`config.mk`:
```
export PLATFORM = sky130hd
export DESIGN_NAME = reg_file_writeback_stage
export DESIGN_NICKNAME = d
export VERILOG_FILES = /design/src/rtl/pd3_wb_pkg.sv /design/src/rtl/wb_load_align.sv /design/src/rtl/reg_file_writeback_stage.sv
export SDC_FILE = /design/constraint.sdc
export NUM_CORES = 1
export LEC_CHECK = 0
export BUFFER_PORTS_ARGS = -buffer_cell sky130_fd_sc_hd__buf_2
export CAP_MARGIN = 15
export CORE_MARGIN = 2
export CORE_UTILIZATION = 44
export CTS_BUF_LIST = sky130_fd_sc_hd__clkbuf_4 sky130_fd_sc_hd__clkbuf_8
export DETAILED_ROUTE_END_ITERATION = 6
export HOLD_SLACK_MARGIN = 0.02
export PLACE_DENSITY = 0.78
export SLEW_MARGIN = 5
export SYNTH_ARGS = -nofsm -noshare
export SYNTH_HDL_FRONTEND = slang
export SYNTH_SLANG_ARGS = --single-unit
```
`constraint.sdc`:
```
create_clock -name clock -period 1.73 [get_ports clock]
set_clock_uncertainty 0.2 [all_clocks]
set_input_delay 0.2595 -clock clock [delete_from_list [all_inputs] [get_ports clock]]
set_output_delay 0.2595 -clock clock [all_outputs]
set_load 0.1 [all_outputs]
```
`src/rtl/pd3_wb_pkg.sv`:
```
// Shared constants and encodings for the pd3 MEM/WB write-back stage.
package pd3_wb_pkg;

  // Default datapath and register-address widths.
  localparam int DATA_W = 32;
  localparam int ADDR_W = 5;

  // Write-back data source selection.
  typedef enum logic [1:0] {
    RES_ALU  = 2'b00,
    RES_LOAD = 2'b01,
    RES_LINK = 2'b10,
    RES_RSVD = 2'b11
  } res_sel_e;

  // Load access size; 2'b11 is unused and behaves like a word.
  typedef enum logic [1:0] {
    LD_WORD = 2'b00,
    LD_HALF = 2'b01,
    LD_BYTE = 2'b10
  } ld_size_e;

endpackage

```
`src/rtl/wb_load_align.sv`:
```
// Combinational subword load extraction and sign/zero extension.
// Lanes are big-endian: byte offset 0 selects the most significant byte.
// Only built when WB_SUBWORD_LOAD_EN is defined; otherwise the
// write-back stage passes the raw memory word straight through.
`ifdef WB_SUBWORD_LOAD_EN
module wb_load_align #(
  parameter int DATA_W = pd3_wb_pkg::DATA_W
) (
  input  logic [DATA_W-1:0] i_data,
  input  logic [1:0]        i_size,
  input  logic              i_unsigned,
  input  logic [1:0]        i_off,
  output logic [DATA_W-1:0] o_data
);
  import pd3_wb_pkg::*;

  logic [DATA_W-1:0] w_byte_shift;
  logic [DATA_W-1:0] w_half_shift;
  logic [7:0]        w_byte;
  logic [15:0]       w_half;

  // Move the addressed lane to the top, then extend it to full width.
  // A misaligned half ignores off[0] and uses the lane at off & 2'b10.
  always_comb begin
    w_byte_shift = i_data << {i_off, 3'b000};
    w_half_shift = i_data << {i_off[1], 4'b0000};
    w_byte       = w_byte_shift[DATA_W-1 -: 8];
    w_half       = w_half_shift[DATA_W-1 -: 16];
    o_data       = i_data;
    case (i_size)
      LD_BYTE: begin
        if (i_unsigned) begin
          o_data = {{(DATA_W-8){1'b0}}, w_byte};
        end else begin
          o_data = {{(DATA_W-8){w_byte[7]}}, w_byte};
        end
      end
      LD_HALF: begin
        if (i_unsigned) begin
          o_data = {{(DATA_W-16){1'b0}}, w_half};
        end else begin
          o_data = {{(DATA_W-16){w_half[15]}}, w_half};
        end
      end
      LD_WORD: o_data = i_data;
      default: o_data = i_data;
    endcase
  end

endmodule
`endif

```
`src/rtl/reg_file_writeback_stage.sv`:
```
// MEM/WB pipeline register and write-back datapath for the pd3 MIPS core.
// Selects destination register and write-back data, drives the register
// file write port one cycle later, and counts retired register writes.
// Optional feature macro: WB_SUBWORD_LOAD_EN (subword load alignment).
module reg_file_writeback_stage #(
  parameter int DATA_W = pd3_wb_pkg::DATA_W,
  parameter int ADDR_W = pd3_wb_pkg::ADDR_W,
  parameter int CNT_W  = 32
) (
  input  logic              clock,
  input  logic              reset_n,
  input  logic              w_valid_in,
  input  logic              w_stall,
  input  logic              w_flush,
  input  logic              w_en_in,
  input  logic              w_waddr_sel,
  input  logic [ADDR_W-1:0] w_rt_in,
  input  logic [ADDR_W-1:0] w_rd_in,
  input  logic [1:0]        w_result_sel,
  input  logic [DATA_W-1:0] w_alu_result,
  input  logic [DATA_W-1:0] w_load_data,
  input  logic [DATA_W-1:0] w_pc_in,
  input  logic [1:0]        w_load_size,
  input  logic              w_load_unsigned,
  input  logic [1:0]        w_byte_off,
  output logic              w_rf_wen,
  output logic [ADDR_W-1:0] w_rf_waddr,
  output logic [DATA_W-1:0] w_rf_wdata,
  output logic              w_wb_valid,
  output logic [CNT_W-1:0]  w_retire_count
);
  import pd3_wb_pkg::*;

  logic [DATA_W-1:0] w_load_word;
  logic [ADDR_W-1:0] w_next_waddr;
  logic [DATA_W-1:0] w_next_wdata;
  logic              w_next_wen;

  logic              r_valid;
  logic              r_wen;
  logic [ADDR_W-1:0] r_waddr;
  logic [DATA_W-1:0] r_wdata;
  logic [CNT_W-1:0]  r_retire_count;

`ifdef WB_SUBWORD_LOAD_EN
  wb_load_align #(
    .DATA_W(DATA_W)
  ) u_load_align (
    .i_data    (w_load_data),
    .i_size    (w_load_size),
    .i_unsigned(w_load_unsigned),
    .i_off     (w_byte_off),
    .o_data    (w_load_word)
  );
`else
  // Subword controls have no effect in this build; the raw word is used.
  logic w_unused_load_ctl;
  assign w_unused_load_ctl = ^{w_load_size, w_load_unsigned, w_byte_off};
  assign w_load_word       = w_load_data;
`endif

  // Destination select: the mux is gated by w_en_in so an undriven
  // w_waddr_sel on non-writing instructions can never reach the port.
  always_comb begin
    w_next_waddr = {ADDR_W{1'b0}};
    if (w_en_in) begin
      if (w_waddr_sel) begin
        w_next_waddr = w_rt_in;
      end else begin
        w_next_waddr = w_rd_in;
      end
    end else begin
      w_next_waddr = {ADDR_W{1'b0}};
    end
  end

  // Write-back data source and write enable; r0 and the reserved
  // result encoding never produce a register-file write.
  always_comb begin
    w_next_wdata = {DATA_W{1'b0}};
    case (w_result_sel)
      RES_ALU:  w_next_wdata = w_alu_result;
      RES_LOAD: w_next_wdata = w_load_word;
      RES_LINK: w_next_wdata = w_pc_in + {{(DATA_W-4){1'b0}}, 4'd8};
      RES_RSVD: w_next_wdata = {DATA_W{1'b0}};
      default:  w_next_wdata = {DATA_W{1'b0}};
    endcase
    if ((w_result_sel != RES_RSVD) && (w_next_waddr != {ADDR_W{1'b0}})) begin
      w_next_wen = w_valid_in & w_en_in;
    end else begin
      w_next_wen = 1'b0;
    end
  end

  // Pipeline register with flush > stall > capture priority. The retire
  // counter steps once when a writing instruction is captured, so a
  // stalled write is counted on its first presentation only.
  always_ff @(posedge clock or negedge reset_n) begin
    if (!reset_n) begin
      r_valid        <= 1'b0;
      r_wen          <= 1'b0;
      r_waddr        <= {ADDR_W{1'b0}};
      r_wdata        <= {DATA_W{1'b0}};
      r_retire_count <= {CNT_W{1'b0}};
    end else if (w_flush) begin
      r_valid <= 1'b0;
      r_wen   <= 1'b0;
      r_waddr <= {ADDR_W{1'b0}};
      r_wdata <= {DATA_W{1'b0}};
    end else if (!w_stall) begin
      r_valid <= w_valid_in;
      r_wen   <= w_next_wen;
      r_waddr <= w_next_waddr;
      r_wdata <= w_next_wdata;
      if (w_next_wen) begin
        r_retire_count <= r_retire_count + {{(CNT_W-1){1'b0}}, 1'b1};
      end
    end
  end

  assign w_rf_wen       = r_wen;
  assign w_rf_waddr     = r_waddr;
  assign w_rf_wdata     = r_wdata;
  assign w_wb_valid     = r_valid;
  assign w_retire_count = r_retire_count;

endmodule

```
---- Yosys cells after proc, flatten, opt, wreduce, memory -nomap -nowiden ----
Cells that the tools add are included.
word-level totals
  input port bits ......................... 120
  word-level logic and storage cells ...... 31
  register bits after elaboration ......... 71
  output and inout port bits .............. 71
operators by class
  bitwise logic cells ..................... 3
  reduce and logical (&&, ||, !) cells .... 4
  equality and inequality tests ........... 5
  $add $sub $neg .......................... 2
  multiplexer cells ....................... 12
operators with widths
  kind                     number
  $pmux W32 S4             1
  $mux W32                 2
  $add A32 B1 Y32 const B  1
  $add A32 B4 Y32 const B  1
  $mux W5                  4
  $mux W1                  5
  $reduce_bool A5 Y1       1
  $eq A2 B2 Y1 const B     2
  $reduce_and A3 Y1        1
  $eq A2 B1 Y1 const B     1
  $logic_not A2 Y1         1
  $ne A2 B1 Y1 const B     1
  $ne A2 B2 Y1 const B     1
  $not A1 Y1               2
  $and A1 B1 Y1            1
  $logic_and A1 B1 Y1      1

---- Logic depth before layout (Yosys ltp) ----
  depth in word-level cells ............... 7
  depth in mapped cells ................... 7

---- Worst setup path before layout ----
No wires, ideal clock.
  path type ............................... register to register
  start point ............................. register r_retire_count[18], in the netlist w_retire_count[18]
  end point ............................... register r_retire_count[31], in the netlist w_retire_count[31]
  arrival time ............................ 2.240 ns
  period minus slack after synthesis ...... 2.601 ns
  library setup time ...................... 0.161 ns
  cell stages (with the launch flop) ...... 6
  setup slack ............................. -0.871 ns
  cell sequence ........................... dfrtp_1 and4_1 nand3_1 or4_1 nor3_1 xor2_1
on the way
  longest elaborated chain between the ends .. 1
RTL lines
  item                      RTL line                         RTL
  start: declaration        reg_file_writeback_stage.sv:43   logic [CNT_W-1:0] r_retire_count;
  start signal: assignment  reg_file_writeback_stage.sv:104  r_retire_count <= {CNT_W{1'b0}};
  start signal: assignment  reg_file_writeback_stage.sv:116  r_retire_count <= r_retire_count + {{(CNT_W-1){1'b0}}, 1'b1};
  $add A32 B1 Y32           reg_file_writeback_stage.sv:116
No other way between the ends.
A chain may end at the register's enable or synchronous reset.

---- Worst setup path in the final report ----
  start point ............................. register r_retire_count[19], in the netlist w_retire_count[19]
  end point ............................... register r_retire_count[31], in the netlist w_retire_count[31]
The elaborated chain is that of the path after synthesis.

==> metrics.csv <==
metric,value,unit
die area,0.01049,mm2
DRT iter0 DRCs,160,
run status,finished with violations,
maxcap violations,0,
Fmax achieved,527.7,MHz
Die Span Y,102.4,um
Congestion Overflow GR,0,
"Slew Viols, Final",0,
Syn Inst Count,456,
Highest Signal Layer,met4,
syn_nets,578,
LEAKAGE,3.405,nW
antenna violations before repair,0,
yosys warns,0,
vias in the first global route,4639,
worst skew pair latency,0.36,ns
Core ar.,0.009328,mm2
r2r setup slk,-0.17,ns
VDD IR max,1066,uV
RSZ-0062 raised after global routing,yes,
CP endpoint kind,register,
CP arrival,1.98,ns
routability cong.,0.9993,
clk buf depth,2,
worst endpoint required time,1.82,ns
violated checks,negative setup slack,
WL/cell,16.17,um
Via density,5.380,
worst setup margin,-0.1650,ns
final count of hold timing violations,0,
FP Rows,35,
"most common cell after layout, fill and taps aside",buf_2,
metal3 WL,716,um
asr flop ratio synth,1.000,
min-delay src,w_alu_result[29],
syn avg cell area,9.346,um2
CTS sink cnt,71,
most frequent cells in the layout,"buf_2 (162), buf_4 (106), nand2_1 (44)",
Vias,4632,
Root Driver,clkbuf_8,
post-synth cell types,50,
Final #Nets,849,
critical path class,register to register,
Least-Margin Pin Slew,0.5106,ns
drt pass-1 iters,5,
Chip Width,102.4,um
Total GRT Usage,0.2671,
CTS Buf Count,9,
hold_ws,0.04013,ns
largest net degree at the start of global routing,51,
"antenna viol nets, final",0,
Tcrit/Tclk final,1.095,
CTS tree,done,
first-pass GRT wire length,21940,um
"Cell Chain, Critical Path",and4_4 > nand3_4 > or4_4 > nor3_4 > xor2_1,
Setup Viol. Count Final,20,
"Seq/Total Area, Yosys",0.4169,
fin util,0.7213,
CP startpoint kind,register,
# IOs,191,
"Cell Area, Synth",0.004262,mm2
Routed WL,13920,um
Final HPWL DP,10460,um
Post-synth top flop,dfrtp_1,
area grow syn2layout,57.87,%
Post-synth EDFFs,0,
Met1 Wirelength,5637,um
CTS clock-pin slew for the worst setup and hold paths,0.10,ns
crit path launch,w_retire_count[19],
crit path max fanout,3,
relative slew slack,0.6620,
initial core utilization,0.4569,
Antenna Cells,0,
Worst R2R Start,w_retire_count[19],
share of layout cells above drive strength 1,0.5055,
Residual DRC,0,
Hold Path Class,input port to register,
"slowest stage delay, CP",0.56,ns
count of state elements after synthesis,71,
H-tree levels,3,
metal2 WL,7272,um
IO buf count,185,
Final min period,1.895,ns
Crit-path slowest cell,or4_4,
setup TNS,-1.306,ns
P per Cell Area,734.3,mW/mm2
-- synthesized netlist by cell type, drive strengths merged (2+ instances only) --
| library cell | n | area [um2] |
|---|---|---|
| buf | 7 | 37.53 |
| a31oi | 2 | 12.51 |
| ha | 2 | 25.02 |
| o221ai | 13 | 113.9 |
| or4 | 2 | 15.01 |
| o21ai | 19 | 95.09 |
| and3 | 12 | 76.33 |
| a22o | 2 | 17.52 |
| a211oi | 3 | 22.52 |
| nand2 | 45 | 168.9 |
| dfrtp | 71 | 1777 |
| nor2 | 37 | 138.9 |
| or3 | 3 | 18.77 |
| inv | 21 | 78.83 |
| xnor2 | 21 | 183.9 |
| nand2b | 4 | 25.02 |
| mux2i | 31 | 310.3 |
| a211o | 4 | 35.03 |
| nor2b | 2 | 12.51 |
| o211ai | 5 | 37.54 |
| nor3 | 17 | 85.08 |
| xor2 | 31 | 271.5 |
| a21oi | 10 | 50.05 |
| clkbuf | 16 | 83.84 |
| a221oi | 7 | 61.31 |
| and4 | 7 | 62.56 |
| nor4 | 9 | 86.33 |
| nand4 | 16 | 121.4 |
| nand3 | 25 | 125.1 |
-- per-stage QoR --
step	area [um2]	setup slack, ns	instances	total power [mW]
after floorplan	4592	-0.3859	456	2.883
after global placement	6233	-0.2553	835	3.403
after detailed placement	6233	-0.3231	835	3.428
after CTS	6646	-0.1519	859	4.961
after global routing	6728	-0.2218	861	5.144
final	6728	-0.1650	861	4.940
-- final timing paths --
path	cells past startpoint	to
max in group asynchronous	3	w_retire_count[24]
min in group asynchronous	3	w_retire_count[9]
worst min-delay path	3	w_rf_wdata[29]
worst max-delay path	5	w_retire_count[31]
worst min register to register	1	w_retire_count[31]
worst max register to register	5	w_retire_count[31]
-- kinds of logic after synthesis --
family	share of synthesized area
multiplexers	0.07546
adder cells (fa/ha/maj)	0.005871
buffers and inverters	0.04698
AND/OR/NAND/NOR	0.2249
AO/OA/AOI/OAI	0.1230
XOR/XNOR	0.1069
flip-flops	0.4169
-- worst max-delay path: cells and delay by family (launching register included) --
family                    cells  cell delay [ns]
and+or+nand+nor               4             1.03
DFF                           1             0.43
xor gates and xnor gates      1             0.17
-- flip-flops by register name, indices dropped and copies added (netlist names) --
signal	cells
w_retire_count	32
w_rf_wdata	32
w_rf_waddr	5
w_rf_wen	1
w_wb_valid	1
-- final cells by class --
class                           count  area, um2
Fill cell                         696       2600
Multi-Input combinational cell    341       2587
Sequential cell                    71       1867
Timing Repair Buffer              283       1805
Tap cell                          129      161.4
Clock buffer                        9      123.9
Clock inverter                      7      103.9
Inverter                           21      78.83
-- per-layer routing --
| layer | vias to the layer above | GRT usage |
|---|---|---|
| met5 | - | 0 |
| met4 | 0 | 0.09333 |
| met3 | 26 | 0.04651 |
| met2 | 171 | 0.4853 |
| met1 | 2246 | 0.3175 |
| li1 | 2189 | - |
-- timing repair --
action,4_1_cts,5_1_grt
resized for setup,33,15
gates cloned,1,0
setup buffers,3,2
hold buffers,4,0
pin swaps,12,11
setup endpoints to repair,38,23
hold endpoints to repair,74,0
-- report_power, final --
group          switching, mW  leakage [nW]  internal [mW]
logic                   1.12          2.40          0.450
registers             0.0668         0.887           1.77
clock network          0.703         0.114          0.830
total                   1.89          3.40           3.05
No activity file was read; power rests on OpenSTA's default activity.
